===== config.mk =====
export PLATFORM = sky130hd
export DESIGN_NAME = imem_loader_flat
export DESIGN_NICKNAME = d
export VERILOG_FILES = /design/src/rtl/imem_loader_if.sv /design/src/rtl/imem_loader.sv /design/src/flat_wrapper.sv
export SDC_FILE = /design/constraint.sdc
export NUM_CORES = 1
export LEC_CHECK = 0
export ABC_AREA = 1
export CORE_AREA = 2 2 97 99
export DETAILED_ROUTE_END_ITERATION = 7
export DIE_AREA = 0 0 99 101
export HOLD_SLACK_MARGIN = 0.03
export PLACE_DENSITY = 0.82
export SLEW_MARGIN = 30
export SYNTH_ARGS = -nofsm -noshare
export SYNTH_HDL_FRONTEND = slang
export SYNTH_SLANG_ARGS = --single-unit

===== constraint.sdc =====
create_clock -name clk_i -period 5.4 [get_ports clk_i]
set_input_delay 1.08 -clock clk_i [delete_from_list [all_inputs] [get_ports clk_i]]
set_output_delay 1.08 -clock clk_i [all_outputs]
set_load 0.02 [all_outputs]

===== src/rtl/imem_loader_if.sv =====
// Byte-stream input and instruction-memory write bundle for imem_loader.
// Signal names keep the loader's point of view (_i into it, _o out of it).
interface imem_loader_if #(
    parameter int ADDR_W = 13
);
    logic              start_i;
    logic              byte_valid_i;
    logic [7:0]        byte_i;
    logic              byte_ready_o;
    logic              wr_en_o;
    logic [ADDR_W-1:0] wr_addr_o;
    logic [31:0]       wr_data_o;
    logic              core_hold_o;
    logic              done_o;
    logic              err_o;

    modport slave (
        input  start_i, byte_valid_i, byte_i,
        output byte_ready_o, wr_en_o, wr_addr_o, wr_data_o, core_hold_o, done_o, err_o
    );

    modport master (
        output start_i, byte_valid_i, byte_i,
        input  byte_ready_o, wr_en_o, wr_addr_o, wr_data_o, core_hold_o, done_o, err_o
    );
endinterface


===== src/rtl/imem_loader.sv =====
// Loads instruction memory from a LE byte stream (4-byte word count, then words).
// Write strobe one cycle after a word's 4th byte; byte_ready_o high in LEN/DATA, stalls of any length OK.
module imem_loader #(
    parameter int DEPTH  = 8192,
    parameter int ADDR_W = 13
) (
    input  logic         clk_i,
    input  logic         rst_ni,
    imem_loader_if.slave bus
);
    typedef enum logic [2:0] {
        S_IDLE,
        S_LEN,
        S_DATA,
        S_DONE,
        S_ERR
    } state_t;

    state_t            r_state;
    state_t            w_state_nxt;
    logic [1:0]        r_byte_cnt;
    logic [ADDR_W:0]   r_word_cnt;
    logic [31:0]       r_len;
    logic [23:0]       r_asm;
    logic              r_wr_en;
    logic [ADDR_W-1:0] r_wr_addr;
    logic [31:0]       r_wr_data;

    logic              w_ready;
    logic              w_accept;
    logic              w_last_byte;
    logic              w_start;
    logic [31:0]       w_len_full;
    logic [31:0]       w_word;
    logic [ADDR_W:0]   w_word_cnt_nxt;
    logic              w_last_word;

    assign w_ready        = (r_state == S_LEN) || (r_state == S_DATA);
    assign w_accept       = bus.byte_valid_i && w_ready;
    assign w_last_byte    = w_accept && (r_byte_cnt == 2'd3);
    assign w_start        = bus.start_i && ((r_state == S_IDLE) || (r_state == S_ERR));
    assign w_len_full     = {bus.byte_i, r_len[23:0]};
    assign w_word         = {bus.byte_i, r_asm};
    assign w_word_cnt_nxt = r_word_cnt + 1'b1;
    // Length was bounded to DEPTH in LEN, so a full 32-bit compare is exact.
    assign w_last_word    = ({{(31-ADDR_W){1'b0}}, w_word_cnt_nxt} == r_len);

    always_ff @(posedge clk_i) begin
        if (!rst_ni) begin
            r_state <= S_IDLE;
        end else begin
            r_state <= w_state_nxt;
        end
    end

    always_comb begin
        w_state_nxt = r_state;
        case (r_state)
            S_IDLE: begin
                if (w_start) w_state_nxt = S_LEN;
            end
            S_LEN: begin
                if (w_last_byte) begin
                    if (w_len_full == 32'd0)              w_state_nxt = S_DONE;
                    else if (w_len_full > 32'(DEPTH))     w_state_nxt = S_ERR;
                    else                                  w_state_nxt = S_DATA;
                end
            end
            S_DATA: begin
                if (w_last_byte && w_last_word) w_state_nxt = S_DONE;
            end
            S_DONE: begin
                w_state_nxt = S_IDLE;
            end
            S_ERR: begin
                if (w_start) w_state_nxt = S_LEN;
            end
            default: begin
                w_state_nxt = S_IDLE;
            end
        endcase
    end

    always_ff @(posedge clk_i) begin
        if (!rst_ni) begin
            r_byte_cnt <= '0;
            r_word_cnt <= '0;
            r_len      <= '0;
            r_asm      <= '0;
            r_wr_en    <= 1'b0;
            r_wr_addr  <= '0;
            r_wr_data  <= '0;
        end else begin
            r_wr_en <= 1'b0;
            if (w_start) begin
                r_byte_cnt <= '0;
                r_word_cnt <= '0;
                r_len      <= '0;
            end
            if (w_accept) begin
                r_byte_cnt <= r_byte_cnt + 2'd1;
                if (r_state == S_LEN) begin
                    r_len[{r_byte_cnt, 3'b000} +: 8] <= bus.byte_i;
                end else begin
                    case (r_byte_cnt)
                        2'd0: r_asm[7:0]   <= bus.byte_i;
                        2'd1: r_asm[15:8]  <= bus.byte_i;
                        2'd2: r_asm[23:16] <= bus.byte_i;
                        default: begin
                            r_wr_en    <= 1'b1;
                            r_wr_addr  <= r_word_cnt[ADDR_W-1:0];
                            r_wr_data  <= w_word;
                            r_word_cnt <= w_word_cnt_nxt;
                        end
                    endcase
                end
            end
        end
    end

    assign bus.byte_ready_o = w_ready;
    assign bus.wr_en_o      = r_wr_en;
    assign bus.wr_addr_o    = r_wr_addr;
    assign bus.wr_data_o    = r_wr_data;
    assign bus.core_hold_o  = (r_state != S_IDLE);
    assign bus.done_o       = (r_state == S_DONE);
    assign bus.err_o        = (r_state == S_ERR);
endmodule


===== src/flat_wrapper.sv =====
// flat-port wrapper written by rule: the top's interface ports become plain ports
module imem_loader_flat 
#(
    parameter int DEPTH  = 8192,
    parameter int ADDR_W = 13
)
  (clk_i, rst_ni, bus_start_i, bus_byte_valid_i, bus_byte_i, bus_byte_ready_o, bus_wr_en_o, bus_wr_addr_o, bus_wr_data_o, bus_core_hold_o, bus_done_o, bus_err_o);
  imem_loader_if #(.ADDR_W(ADDR_W)) bus_i ();
  input  logic clk_i;
  input  logic rst_ni;
  input wire logic [$bits(bus_i.start_i)-1:0] bus_start_i;
  input wire logic [$bits(bus_i.byte_valid_i)-1:0] bus_byte_valid_i;
  input wire logic [$bits(bus_i.byte_i)-1:0] bus_byte_i;
  output wire logic [$bits(bus_i.byte_ready_o)-1:0] bus_byte_ready_o;
  output wire logic [$bits(bus_i.wr_en_o)-1:0] bus_wr_en_o;
  output wire logic [$bits(bus_i.wr_addr_o)-1:0] bus_wr_addr_o;
  output wire logic [$bits(bus_i.wr_data_o)-1:0] bus_wr_data_o;
  output wire logic [$bits(bus_i.core_hold_o)-1:0] bus_core_hold_o;
  output wire logic [$bits(bus_i.done_o)-1:0] bus_done_o;
  output wire logic [$bits(bus_i.err_o)-1:0] bus_err_o;
  assign bus_i.start_i = bus_start_i;
  assign bus_i.byte_valid_i = bus_byte_valid_i;
  assign bus_i.byte_i = bus_byte_i;
  assign bus_byte_ready_o = bus_i.byte_ready_o;
  assign bus_wr_en_o = bus_i.wr_en_o;
  assign bus_wr_addr_o = bus_i.wr_addr_o;
  assign bus_wr_data_o = bus_i.wr_data_o;
  assign bus_core_hold_o = bus_i.core_hold_o;
  assign bus_done_o = bus_i.done_o;
  assign bus_err_o = bus_i.err_o;
  imem_loader #(.DEPTH(DEPTH), .ADDR_W(ADDR_W)) u_core (.clk_i(clk_i), .rst_ni(rst_ni), .bus(bus_i));
endmodule

; Word level (Yosys, flattened, before mapping)
; Index checks and enable logic that the tools add are counted.
[classes]
addsub = 3
mul = 0
div_mod_pow = 0
n_lt_le_gt_ge = 1
n_eq_ne = 11
n_shift = 2
muxes = 18
n_bitwise = 4
reduce_logical = 19
[op_table]
columns = operator, count
row1 = $mux W32, 4
row2 = $mux W14, 4
row3 = $bwmux W32, 1
row4 = $eq A14 B32 Y1, 1
row5 = $gt A32 B14 Y1 const B, 1
row6 = $logic_not A32 Y1, 1
row7 = $shift A8 B7 Y32 const A, 1
row8 = $shiftx A8 B7 Y32, 1
row9 = $mux W3, 5
row10 = $reduce_and A3 Y1, 5
row11 = $add A14 B1 Y14 const B, 1
row12 = $pmux W3 S3, 1
row13 = $neg A5 Y7, 1
row14 = $eq A3 B2 Y1 const B, 2
row15 = $reduce_or A3 Y1, 2
row16 = $eq A2 B2 Y1 const B, 2
row17 = $logic_and A1 B1 Y1, 4
row18 = $mux W2, 2
row19 = $ne A2 B1 Y1 const B, 2
row20 = $not A1 Y1, 4
row21 = $eq A3 B1 Y1 const B, 1
row22 = $eq A3 B3 Y1 const B, 1
row23 = $logic_not A3 Y1, 1
row24 = $reduce_bool A3 Y1, 1
row25 = other kinds (8), 9
[totals]
register_bits = 121
latchBits = 0
ram_bits = 0
mem_bits_ro = 0
inputBits = 12
out_inout_bits = 50
word_cells = 68
mem_count = 0

; Logic depth before layout (Yosys ltp)
[logic_depth]
depth_word = 8
mapped_depth = 16
depth_no_buf = 16

; Worst setup path after synthesis
; OpenSTA, ideal clock, no wires.
[synth_timing]
path_type = in2reg
start = in bus_byte_valid_i
end = reg u_core.r_word_cnt[5]
setup_ps = 70
t_arrival_ps = 1965
required_ps = 5330
slack_ps = 3365
cell_stages = 7
n_path_buf = 3
path_cell_list = buf_2 > nand3_1 > inv_2 > buf_4 > buf_2 > nand2_1 > a21oi_1
[synth_between]
elab_chain_len = 2
[synth_rtl]
columns = element, line_no
row1 = "start, declared", flat_wrapper.sv:12  ; input wire logic [$bits(bus_i.byte_valid_i)-1:0] bus_byte_valid_i;
row2 = $logic_and A1 B1 Y1, imem_loader.sv:39  ; assign w_accept = bus.byte_valid_i && w_ready;
row3 = $mux W14, imem_loader.sv:100  ; if (w_accept) begin
row4 = "end signal, assigned", imem_loader.sv:113  ; r_word_cnt <= w_word_cnt_nxt;
row5 = "end, declared", imem_loader.sv:22  ; logic [ADDR_W:0] r_word_cnt;
; No other way between the ends.
; A chain may end at the register's enable or synchronous reset.

; Worst setup path in the final report
[layout_timing]
start = reg u_core.r_state[0]
end = out bus_byte_ready_o
[layout_between]
elab_chain_len = 2
word_cells_on_any_way = 3
classes_between = 2 x eq/ne / 1 x reduce/logical
[layout_rtl]
columns = element, line_no
row1 = "start, declared", imem_loader.sv:19  ; state_t r_state;
row2 = "start signal, assigned", imem_loader.sv:52  ; r_state <= w_state_nxt;
row3 = $eq A3 B1 Y1 / $eq A3 B2 Y1 (equally long branches), imem_loader.sv:38  ; assign w_ready = (r_state == S_LEN) || (r_state == S_DATA);
row4 = $logic_or A1 B1 Y1 (*), imem_loader.sv:38
row5 = "end, declared", flat_wrapper.sv:14  ; output wire logic [$bits(bus_i.byte_ready_o)-1:0] bus_byte_ready_o;
; Every way passes the cells marked *; elsewhere a longest branch is shown, timed or not.

==> run_results.csv <==
group,metric,value,unit
routing,vias,5144,
yosys,yosysSeqAreaShare,0.466,
global_route,grt_pass1_wl,23400,um
clock_network,clk_pin_slew,0.06,ns
yosys,syn_inst,731,
die,rows,35,
yosys,synthFlopType,"dfxtp_1",
clock_network,clk_latency,0.52,ns
yosys,async_reset_ff_frac,0,
yosys,synth_area,0.00520,mm2
die,ioPinCount,62,
routing,firstDrtPassIters,6,
yosys,synth_top_area_cell,"dfxtp_1",
sta,max_slew_margin,0.514,
setup_path,critPathMaxFanout,5,
sta,fin_crit_sh,0.606,
die,coreArea,0.00898,mm2
finish,final_nets,805,
routing,drt_wl_total,14400,um
die,dieWidth,99,um
yosys,synth_area_leaders,"dfxtp_1 47%, nand2_1 15%, a21oi_1 11%",
yosys,syn_nets,750,
sta,hold_viol_final,0,
die,die-area,0.0100,mm2
sta,final_max_slew_viol_count,0,
sta,max_freq,306,MHz
outcome,status,"finished, final reports clean",
hold_path,hold_depth,2,
die,die_height,101,um
setup_path,crit_slowest_cell,"clkdlybuf4s50_1",
routing,drc,0,
global_route,grt_max_degree,71,
power_and_ir_drop,p_leak,2.47,nW
yosys,synth_edf_count,0,
sta,setup_tns,0,ns
yosys,avgSynthCellArea,7.11,um2
setup_path,cp-end-kind,"primary output",
power_and_ir_drop,peakVddDrop,0.187,mV
setup_path,ff2ff_setup_slack,2.72,ns
setup_path,cp_cell_sequence,"inv_1 -> nor3_2 -> inv_1 -> nand2_1 -> clkdlybuf4s50_1",
sta,tightestPinTransition,0.730,ns
routing,via_per_inst,5.67,
die,start_util,0.579,
sta,skew,0.00731,ns
sta,setup_viol,0,
hold_path,hold_end,"u_core.r_asm[23]",
setup_path,required,4.32,ns
routing,drt_iter0_drc,349,
setup_path,reg2reg_from,"u_core.r_byte_cnt[0]",
yosys,synth_most_common_cell,"nand2_1",
job,max_cap_violations,0,
setup_path,critical_path_class,"register to primary output",
placement,portBuffers,61,
setup_path,arrival,2.19,ns
clock_network,clockBufferDepth,2,
sta,final.min_clock_period,3.27,ns
yosys,yosysWarningCount,0,
setup_path,r2r_end,"u_core.bus.wr_data_o[5]",
power_and_ir_drop,p_per_area,333,mW/mm2
clock_network,cts.sinks,121,
routing,wire_per_inst,15.8,um
setup_path,path_common_cell,"inv_1",
yosys,synth_commonest_cells,"212 x nand2_1, 121 x dfxtp_1, 116 x a21oi_1",
finish,syn_to_final_growth,23.6,%
yosys,synth-seq-cells,121,
clock_network,cts_made_buffers,17,
clock_network,cts_max_level,4,
clock_network,cts_root_buf,"clkbuf_8",
clock_network,postCtsResizedCells,0,
power_and_ir_drop,p_total,2.14,mW
yosys,synth_cell_types,29,
yosys,yosysTopAreaCellShare,0.466,
clock_network,cts_hold_buffers,0,
hold_path,hold_path_class,"register to register",
setup_path,max_stage_delay,0.63,ns
finish,drive_above_1_share,0.0627,
clock_network,cts_setup_buffers,0,
global_route,grt_pass1_vias,4963,
hold_path,hp-start,"u_core.r_asm[23]",
sta,rsz0062_at_grt,"no",
placement,dp_hpwl,9270,um
finish,diodes,0,
clock_network,cts_tree,"done",
finish,fillers,715,
setup_path,r2r_cells,7,
placement,gp_congestion,0.911,
global_route,antenna_found_initial,0,
routing,detail-route-antenna-nets,0,
global_route,grt_usage,0.295,
setup_path,critPathLaunchType,"register",
global_route,grt_remaining_overflow,0,
-- sequential cells by signal, indices dropped and copies added, names as in the netlist --
| register | count |
|---|---|
| u_core.r_word_cnt | 14 |
| u_core.r_asm | 24 |
| u_core.r_state | 3 |
| u_core.bus.wr_addr_o | 13 |
| u_core.bus.wr_en_o | 1 |
| u_core.r_len | 32 |
| u_core.r_byte_cnt | 2 |
| u_core.bus.wr_data_o | 32 |
-- metrics by stage --
step,hold WS (ns),instances,util,instance area [um2],worst slack [ns]
after floorplan,0.430,731,-,5200,3.36
after global placement,0.438,878,0.653,5860,2.23
after detailed placement,0.449,878,0.653,5860,2.12
after CTS,0.458,908,0.716,6420,2.14
after global routing,0.478,908,0.716,6420,2.02
final,0.457,908,0.716,6420,2.13
-- critical path: cells and delay by family, from the launching register on --
family | cells | cell delay, ns
buf+inv | 3 | 0.85
flops | 1 | 0.40
simple gates | 2 | 0.42
-- cells in the final DEF (no fill, tap or decap), drive strengths merged, types with 5 or more instances in the layout --
master / Yosys / final
nand3: 33 / 33
inv: 68 / 69
nand4: 10 / 10
dfxtp: 121 / 121
o21ai: 50 / 50
nor2: 58 / 58
a21oi: 116 / 116
nand2: 215 / 215
ha: 7 / 7
buf: 8 / 5
clkdlybuf4s50: 0 / 61
clkbuf: 22 / 20
-- cell type report --
| class | instances | area, um2 | share of cell area |
|---|---|---|---|
| clock buffers | 20 | 445 | 0.0693 |
| clock inverters | 10 | 121 | 0.0189 |
| inverters | 69 | 259 | 0.0403 |
| multi-input cells | 511 | 2390 | 0.372 |
| flip-flops and latches | 121 | 2420 | 0.377 |
| well taps | 111 | 139 | 0.0216 |
| repair buffers | 66 | 648 | 0.101 |
-- cell families (layout without fill, tap and decap cells) --
kind of cell             Yosys count  after routing  share of synthesized area
flip-flops                       121            121                      0.466
adder cells (fa/ha/maj)            7              7                     0.0169
AO/OA/AOI/OAI                    174            174                      0.171
buffers and inverters             99            165                     0.0739
AND/OR/NAND/NOR                  330            330                      0.272
-- worst max path at each step --
| stage | from | endpoint | cells past startpoint |
|---|---|---|---|
| floorplan | bus_byte_valid_i | u_core.r_word_cnt[5] | 7 |
| global placement | bus_byte_valid_i | u_core.bus.wr_data_o[21] | 7 |
| detailed placement | bus_byte_valid_i | u_core.bus.wr_data_o[20] | 7 |
| CTS | u_core.r_state[0] | bus_byte_ready_o | 5 |
| global route | u_core.r_state[0] | bus_byte_ready_o | 5 |
| finish | u_core.r_state[0] | bus_byte_ready_o | 5 |
-- layer usage --
layer,share of wire,vias up,GRT usage
met1,0.40,2376,0.338
li1,-,2485,-
met5,0,-,0
met3,0.072,46,0.0756
met4,0.038,0,0.137
met2,0.49,237,0.517
-- report_power, final --
group          internal [mW]  leakage, nW  switching (mW)  total, mW
Sequential             0.900        0.975          0.0125      0.913
Combinational         0.0426         1.23          0.0996      0.142
Clock                  0.677        0.265           0.410       1.09
Note: power is estimated with default switching activity, not from simulation.
